==> src/rtl/calc_key_entry_if.sv <==
// Keypad handshake, calculator request bus and the calculator's flag return,
// bundled as a single interface for calc_key_entry.
interface calc_key_entry_if;
  logic        key_valid;
  logic [3:0]  key_code;
  logic        key_ready;
  logic        inf_fb;
  logic        ovf_fb;
  logic [54:0] calc_bus;
  logic        busy;

  modport master (
    output key_valid, key_code, inf_fb, ovf_fb,
    input  key_ready, calc_bus, busy
  );

  modport slave (
    input  key_valid, key_code, inf_fb, ovf_fb,
    output key_ready, calc_bus, busy
  );
endinterface

==> src/rtl/calc_key_entry.sv <==
// Keypad front-end: builds BCD operand A, operator and operand B, and issues a
// toggle-based request to the calculator on '=' while capturing its error flags.
//
// state  | meaning
// S_A    | entering operand A
// S_OP   | operator chosen, B still blank
// S_B    | entering operand B
// S_CAP  | one-cycle capture of calculator inf/ovf after req_tgl flip
// S_DONE | result shown, bus frozen until a digit or clear
module calc_key_entry (
  input  logic           clk,
  input  logic           rst_n,
  calc_key_entry_if.slave kif
);

  typedef enum logic [2:0] {
    S_A    = 3'd0,
    S_OP   = 3'd1,
    S_B    = 3'd2,
    S_CAP  = 3'd3,
    S_DONE = 3'd4
  } state_t;

  localparam logic [23:0] BLANK = 24'hFFFFFF;

  state_t      state;
  logic [23:0] a_q;
  logic [23:0] b_q;
  logic [3:0]  op_q;
  logic        req_q;
  logic        inf_q;
  logic        ovf_q;
  logic        ready_q;
  logic        busy_q;

  logic fire;
  logic is_digit;
  logic is_op;
  logic is_eq;
  logic is_clr;

  assign fire     = kif.key_valid & ready_q;
  assign is_digit = (kif.key_code <= 4'd9);
  assign is_op    = (kif.key_code >= 4'hA) && (kif.key_code <= 4'hD);
  assign is_eq    = (kif.key_code == 4'hE);
  assign is_clr   = (kif.key_code == 4'hF);

  assign kif.calc_bus  = {ovf_q, inf_q, req_q, op_q, a_q, b_q};
  assign kif.key_ready = ready_q;
  assign kif.busy      = busy_q;

  // A lone leading zero is replaced rather than shifted; a full field drops the digit.
  function automatic logic [23:0] push_digit(input logic [23:0] f, input logic [3:0] d);
    if (f == 24'hFFFFF0)
      return {20'hFFFFF, d};
    else if (f[23:20] != 4'hF)
      return f;
    else
      return {f[19:0], d};
  endfunction

  always_ff @(posedge clk) begin
    if (!rst_n) begin
      state   <= S_A;
      a_q     <= BLANK;
      b_q     <= BLANK;
      op_q    <= 4'h0;
      req_q   <= 1'b0;
      inf_q   <= 1'b0;
      ovf_q   <= 1'b0;
      ready_q <= 1'b0;
      busy_q  <= 1'b0;
    end else if (state == S_CAP) begin
      inf_q   <= kif.inf_fb;
      ovf_q   <= kif.ovf_fb;
      state   <= S_DONE;
      ready_q <= 1'b1;
      busy_q  <= 1'b0;
    end else begin
      ready_q <= 1'b1;
      busy_q  <= 1'b0;
      if (fire) begin
        if (is_clr) begin
          // req_tgl/inf/ovf are left alone so the calculator handshake stays in step
          a_q   <= BLANK;
          b_q   <= BLANK;
          op_q  <= 4'h0;
          state <= S_A;
        end else begin
          case (state)
            S_A: begin
              if (is_digit) begin
                a_q <= push_digit(a_q, kif.key_code);
              end else if (is_op && (a_q[3:0] != 4'hF)) begin
                op_q  <= kif.key_code;
                state <= S_OP;
              end
            end
            S_OP: begin
              if (is_op) begin
                op_q <= kif.key_code;
              end else if (is_digit) begin
                b_q   <= push_digit(b_q, kif.key_code);
                state <= S_B;
              end
            end
            S_B: begin
              if (is_digit) begin
                b_q <= push_digit(b_q, kif.key_code);
              end else if (is_eq) begin
                req_q   <= ~req_q;
                state   <= S_CAP;
                ready_q <= 1'b0;
                busy_q  <= 1'b1;
              end
            end
            S_DONE: begin
              if (is_digit) begin
                a_q   <= {20'hFFFFF, kif.key_code};
                b_q   <= BLANK;
                op_q  <= 4'h0;
                state <= S_A;
              end
            end
            default: state <= S_A;
          endcase
        end
      end
    end
  end

endmodule

==> src/flat_wrapper.sv <==
// flat-port wrapper written by rule: the top's interface ports become plain ports
module calc_key_entry_flat 
  (clk, rst_n, kif_key_valid, kif_key_code, kif_inf_fb, kif_ovf_fb, kif_key_ready, kif_calc_bus, kif_busy);
  calc_key_entry_if kif_i ();
  input  logic clk;
  input  logic rst_n;
  input wire logic [$bits(kif_i.key_valid)-1:0] kif_key_valid;
  input wire logic [$bits(kif_i.key_code)-1:0] kif_key_code;
  input wire logic [$bits(kif_i.inf_fb)-1:0] kif_inf_fb;
  input wire logic [$bits(kif_i.ovf_fb)-1:0] kif_ovf_fb;
  output wire logic [$bits(kif_i.key_ready)-1:0] kif_key_ready;
  output wire logic [$bits(kif_i.calc_bus)-1:0] kif_calc_bus;
  output wire logic [$bits(kif_i.busy)-1:0] kif_busy;
  assign kif_i.key_valid = kif_key_valid;
  assign kif_i.key_code = kif_key_code;
  assign kif_i.inf_fb = kif_inf_fb;
  assign kif_i.ovf_fb = kif_ovf_fb;
  assign kif_key_ready = kif_i.key_ready;
  assign kif_calc_bus = kif_i.calc_bus;
  assign kif_busy = kif_i.busy;
  calc_key_entry u_core (.clk(clk), .rst_n(rst_n), .kif(kif_i));
endmodule
==> config.mk <==
export PLATFORM = sky130hd
export DESIGN_NAME = calc_key_entry_flat
export DESIGN_NICKNAME = d
export VERILOG_FILES = /design/src/rtl/calc_key_entry_if.sv /design/src/rtl/calc_key_entry.sv /design/src/flat_wrapper.sv
export SDC_FILE = /design/constraint.sdc
export NUM_CORES = 1
export LEC_CHECK = 0
export ABC_AREA = 1
export CORE_MARGIN = 2
export CORE_UTILIZATION = 50
export DETAILED_ROUTE_END_ITERATION = 8
export GPL_TIMING_DRIVEN = 1
export PLACE_DENSITY_LB_ADDON = 0.12
export SLEW_MARGIN = 20
export SYNTH_ARGS = -nofsm -noshare
export SYNTH_HDL_FRONTEND = slang
export SYNTH_SLANG_ARGS = --single-unit
==> constraint.sdc <==
create_clock -name clk -period 1.8 [get_ports clk]
set_input_delay 0.36 -clock clk [delete_from_list [all_inputs] [get_ports clk]]
set_output_delay 0.36 -clock clk [all_outputs]
set_load 0.02 [all_outputs]
==> results.env <==
MOST-COMMON-LAYOUT-CELLS='113 x sky130_fd_sc_hd__nand2_1, 63 x sky130_fd_sc_hd__clkdlybuf4s50_1, 61 x sky130_fd_sc_hd__nand3_1'
DRIVE_ABOVE_1_SHARE_PCT=16.0
GRT_MAX_DEGREE=37
LAYOUT_MIN_CYCLE_TIME_NS=1.75
CTSLONGESTPATHBUFFERS=2
POSTROUTEANTENNANETS=0
SLOWEST_STAGE='sky130_fd_sc_hd__clkdlybuf4s50_1'
PLACE_WS_NS=-0.364
FINAL_MIN_PERIOD_OVER_CLOCK_PERIOD_PCT=97.5
COREAREA_SQ_UM=5510
GLOBALPLACE.CONGESTION=0.974
CTS_BUFFERS=9
CRITICAL_PATH.REG2REG.STARTPOINT='u_core.state[0]'
VDD_DROP_MAX_uV=678
TIMING.CRITICAL_PATH.REQUIRED_NS=1.44
GRT_MOST_USED_LAYER='met2'
RSZ_0062_RAISED_AFTER_GLOBAL_ROUTING='true'
FINCLKSKEW_NS=0.0116
PATH_DELAY_FAMILY='buffers and inverters'
WORST_SLEW_PIN_SLEW_NS=0.418
CRITPATHARRIVALTIME_NS=1.39
REGTOREGSETUPSLACK_NS=0.13
FIRST_ITER_VIOLATIONS=213
DETAIL_ROUTE.FIRST_PASS.ITERATIONS=6
TRITONCTS='yes'
POST_CTS_HOLD_BUFFER_COUNT=0
PLACE_INST=539
SYNTH_CELL_TYPES=26
FLOORPLAN.ROWS=27
R2R.WORST_PATH.CELLS=10
CAP_VIOLATIONS=0
FINALHOLDWORSTSLACK_NS=0.415
HTREE_LEVELS=3
SYNTHTOLAYOUTAREAGROWTH_PCT=41.8
FIRST_GLOBAL_VIAS=2695
CRITPATHCAPTURETYPE='primary output'
STATUS='complete, no violations'
FINAL.SETUP.WORST_SLACK_NS=0.0458
DIEHEIGHT_UM=79.4
VIAS=3007
ANTENNA_VIOLATIONS_BEFORE_REPAIR=0
COMB_POWER_SHARE_PCT=25.3
GRT.MET2_USAGE_PCT=40.8
FINAL_CELLS=561
SETUP.WORST_PATH.CLASS='reg -> out'
HOLD_DEPTH=2
P_INT_mW=2.83
POWERDENSITY_nW_PER_UM2=1020
SYN_INST=399
VIAS_PER_CELL=5.36
YOSYSSEQAREASHARE_PCT=42.2
WORSTPATHMAXFANOUT=4
SOURCE_TO_SINK_CLOCK_DELAY_AT_THE_LATER_PIN_OF_THE_WORST_SKEW_PAIR_NS=0.35
POSTSYNTHREGISTERBITS=60
PLACEMENT.IO_BUFFERS=65
SYNTH-WARNING-COUNT=0
MAPPEDNETLISTNETS=408
CELL_AREA_SYNTH_SQ_UM=2840
CRITICAL_PATH.CELL_CHAIN='clkdlybuf4s50_1'
CLOCK_POWER_SHARE_PCT=37.1
SLEW_VIOL_FINAL=0
SETUP_VIOL=0
ROOT_BUFFER='sky130_fd_sc_hd__clkbuf_8'
HOLD_CLASS='in -> reg'
INITIAL_UTILIZATION_PCT=51.6
DESIGN.DIE.AREA_SQ_UM=6310
PIN_COUNT=66
REMAINING_DRC_ERRORS=0
NETS=493
REGISTER_CLOCK_PIN_SLEW_ON_THE_REPORTED_WORST_SETUP_AND_HOLD_PATHS_NS=0.08
ROUTED_WL_UM=7570
MET3_USAGE_PCT=4.41
PROPORTION_OF_TOTAL_POWER_DUE_TO_NET_SWITCHING_PCT=31.2
HOLD-PATH-ENDPOINT='u_core.a_q[2]'
MET1_USAGE_PCT=31.9
FINAL_HOLD_VIOL_COUNT=0
ACHIEVABLE_CLOCK_FREQUENCY_MHz=570
POST_SYNTH.CELL_AREA_AVG_SQ_UM=7.13
GRT_REMAINING_OVERFLOW=0
GRT_PASS1_WL_UM=12400
SWITCHINGPOWER_mW=1.28
N_FILL_CELL=465
WIRE_PER_INST_UM=13.5
CRITPATHBUFINV=1
DIODES=0
GLOBAL_ROUTE.USAGE.TOTAL_PCT=25.3
HOLD_PATH_STARTPOINT='rst_n'
CLOCK-SINKS=60
SLEW_HEADROOM_PCT=72.2
P_LEAK_nW=1.91
WORSTSETUPSTARTPOINTTYPE='flop'
TIMING.RR.END='u_core.a_q[1]'
FLOORPLAN.DIE.WIDTH_UM=79.4
TIMING.CRITICAL_PATH.SLOWEST_CELL_DELAY_NS=0.65
PLACE.DETAILED.HPWL_UM=5190
SEQUENTIALPOWERSHARE_PCT=37.5
MOSTFREQUENTLAYOUTCELL='sky130_fd_sc_hd__nand2_1'
cell type report:
cell class	count	area (sq um)	area share, %
clock buffer	10	138	3.41
clock inverter	6	111	2.76
inverter	19	71.3	1.77
timing repair buffer	93	908	22.5
tap	72	90.1	2.23
sequential	60	1200	29.8
multi-input combinational	301	1510	37.5
cell families after synthesis:
kind of cell | after synthesis | share of synthesized area, %
compound gates | 42 | 9.20
xor+xnor | 1 | 0.308
buf+inv | 40 | 6.86
flops | 60 | 42.2
simple gates | 256 | 41.4
repair_timing:
| action | in CTS | in global routing |
|---|---|---|
| resized for setup | 2 | 13 |
| endpoints found under the setup margin | 2 | 42 |
| cloned | 0 | 2 |
| setup buffers | 0 | 4 |
| pin swaps | 0 | 2 |
worst max-delay path by stage:
stage	startpoint	to	slack (ns)	cells after the start
global placement	kif_key_code[3]	u_core.state[2]	-0.30	10
CTS	kif_key_code[0]	u_core.b_q[3]	0.003	9
finish	u_core.b_q[19]	kif_calc_bus[19]	0.05	1
detailed placement	kif_key_code[0]	u_core.b_q[20]	-0.36	9
global route	kif_key_code[3]	u_core.a_q[23]	-0.005	9
floorplan	kif_key_code[1]	u_core.a_q[19]	0.34	9
cell usage after synthesis, drive strengths merged:
cell type / instances / area share, %
or2: 2 / 0.44
a21oi: 3 / 0.92
nand4: 7 / 1.5
o21ai: 23 / 4.0
nand2: 119 / 16
dfxtp: 60 / 42
o211ai: 16 / 4.2
xor2: 1 / 0.31
nor2: 57 / 9.2
nand3: 65 / 12
buf: 14 / 3.4
nor3: 6 / 1.5
inv: 19 / 2.5
clkbuf: 7 / 0.92
sequential cells by signal (all words and copies together) (netlist names):
signal,count
u_core.inf_q,1
u_core.req_q,1
u_core.op_q,4
u_core.b_q,24
u_core.a_q,24
u_core.kif.key_ready,1
u_core.ovf_q,1
u_core.kif.busy,1
u_core.state,3
metal layers:
layer / routed length, um / vias to the layer above
met5: 0 / -
met4: 198 / 0
met3: 396 / 22
met2: 3760 / 115
met1: 3210 / 1383
li1: - / 1487
per-stage QoR:
stage	utilization [%]	power, mW	instance area, sq um	TNS (ns)
2_1_floorplan	-	2.17	2840	0
3_3_place_gp	66.9	2.55	3690	-12.93
3_5_place_dp	66.9	2.56	3690	-15.93
4_1_cts	71.5	4.09	3940	0
5_1_grt	73.3	4.31	4030	-0.00618
6_report	73.3	4.11	4030	0
power by group through the flow:
stage	Sequential, mW	Clock (mW)	Combinational [mW]
5_1_grt	1.56	1.61	1.14
4_1_cts	1.54	1.56	0.996
2_1_floorplan	1.67	0	0.498
3_5_place_dp	1.57	0	0.986
3_3_place_gp	1.57	0	0.976
6_report	1.54	1.53	1.04
(Power assumes the default switching activity.)
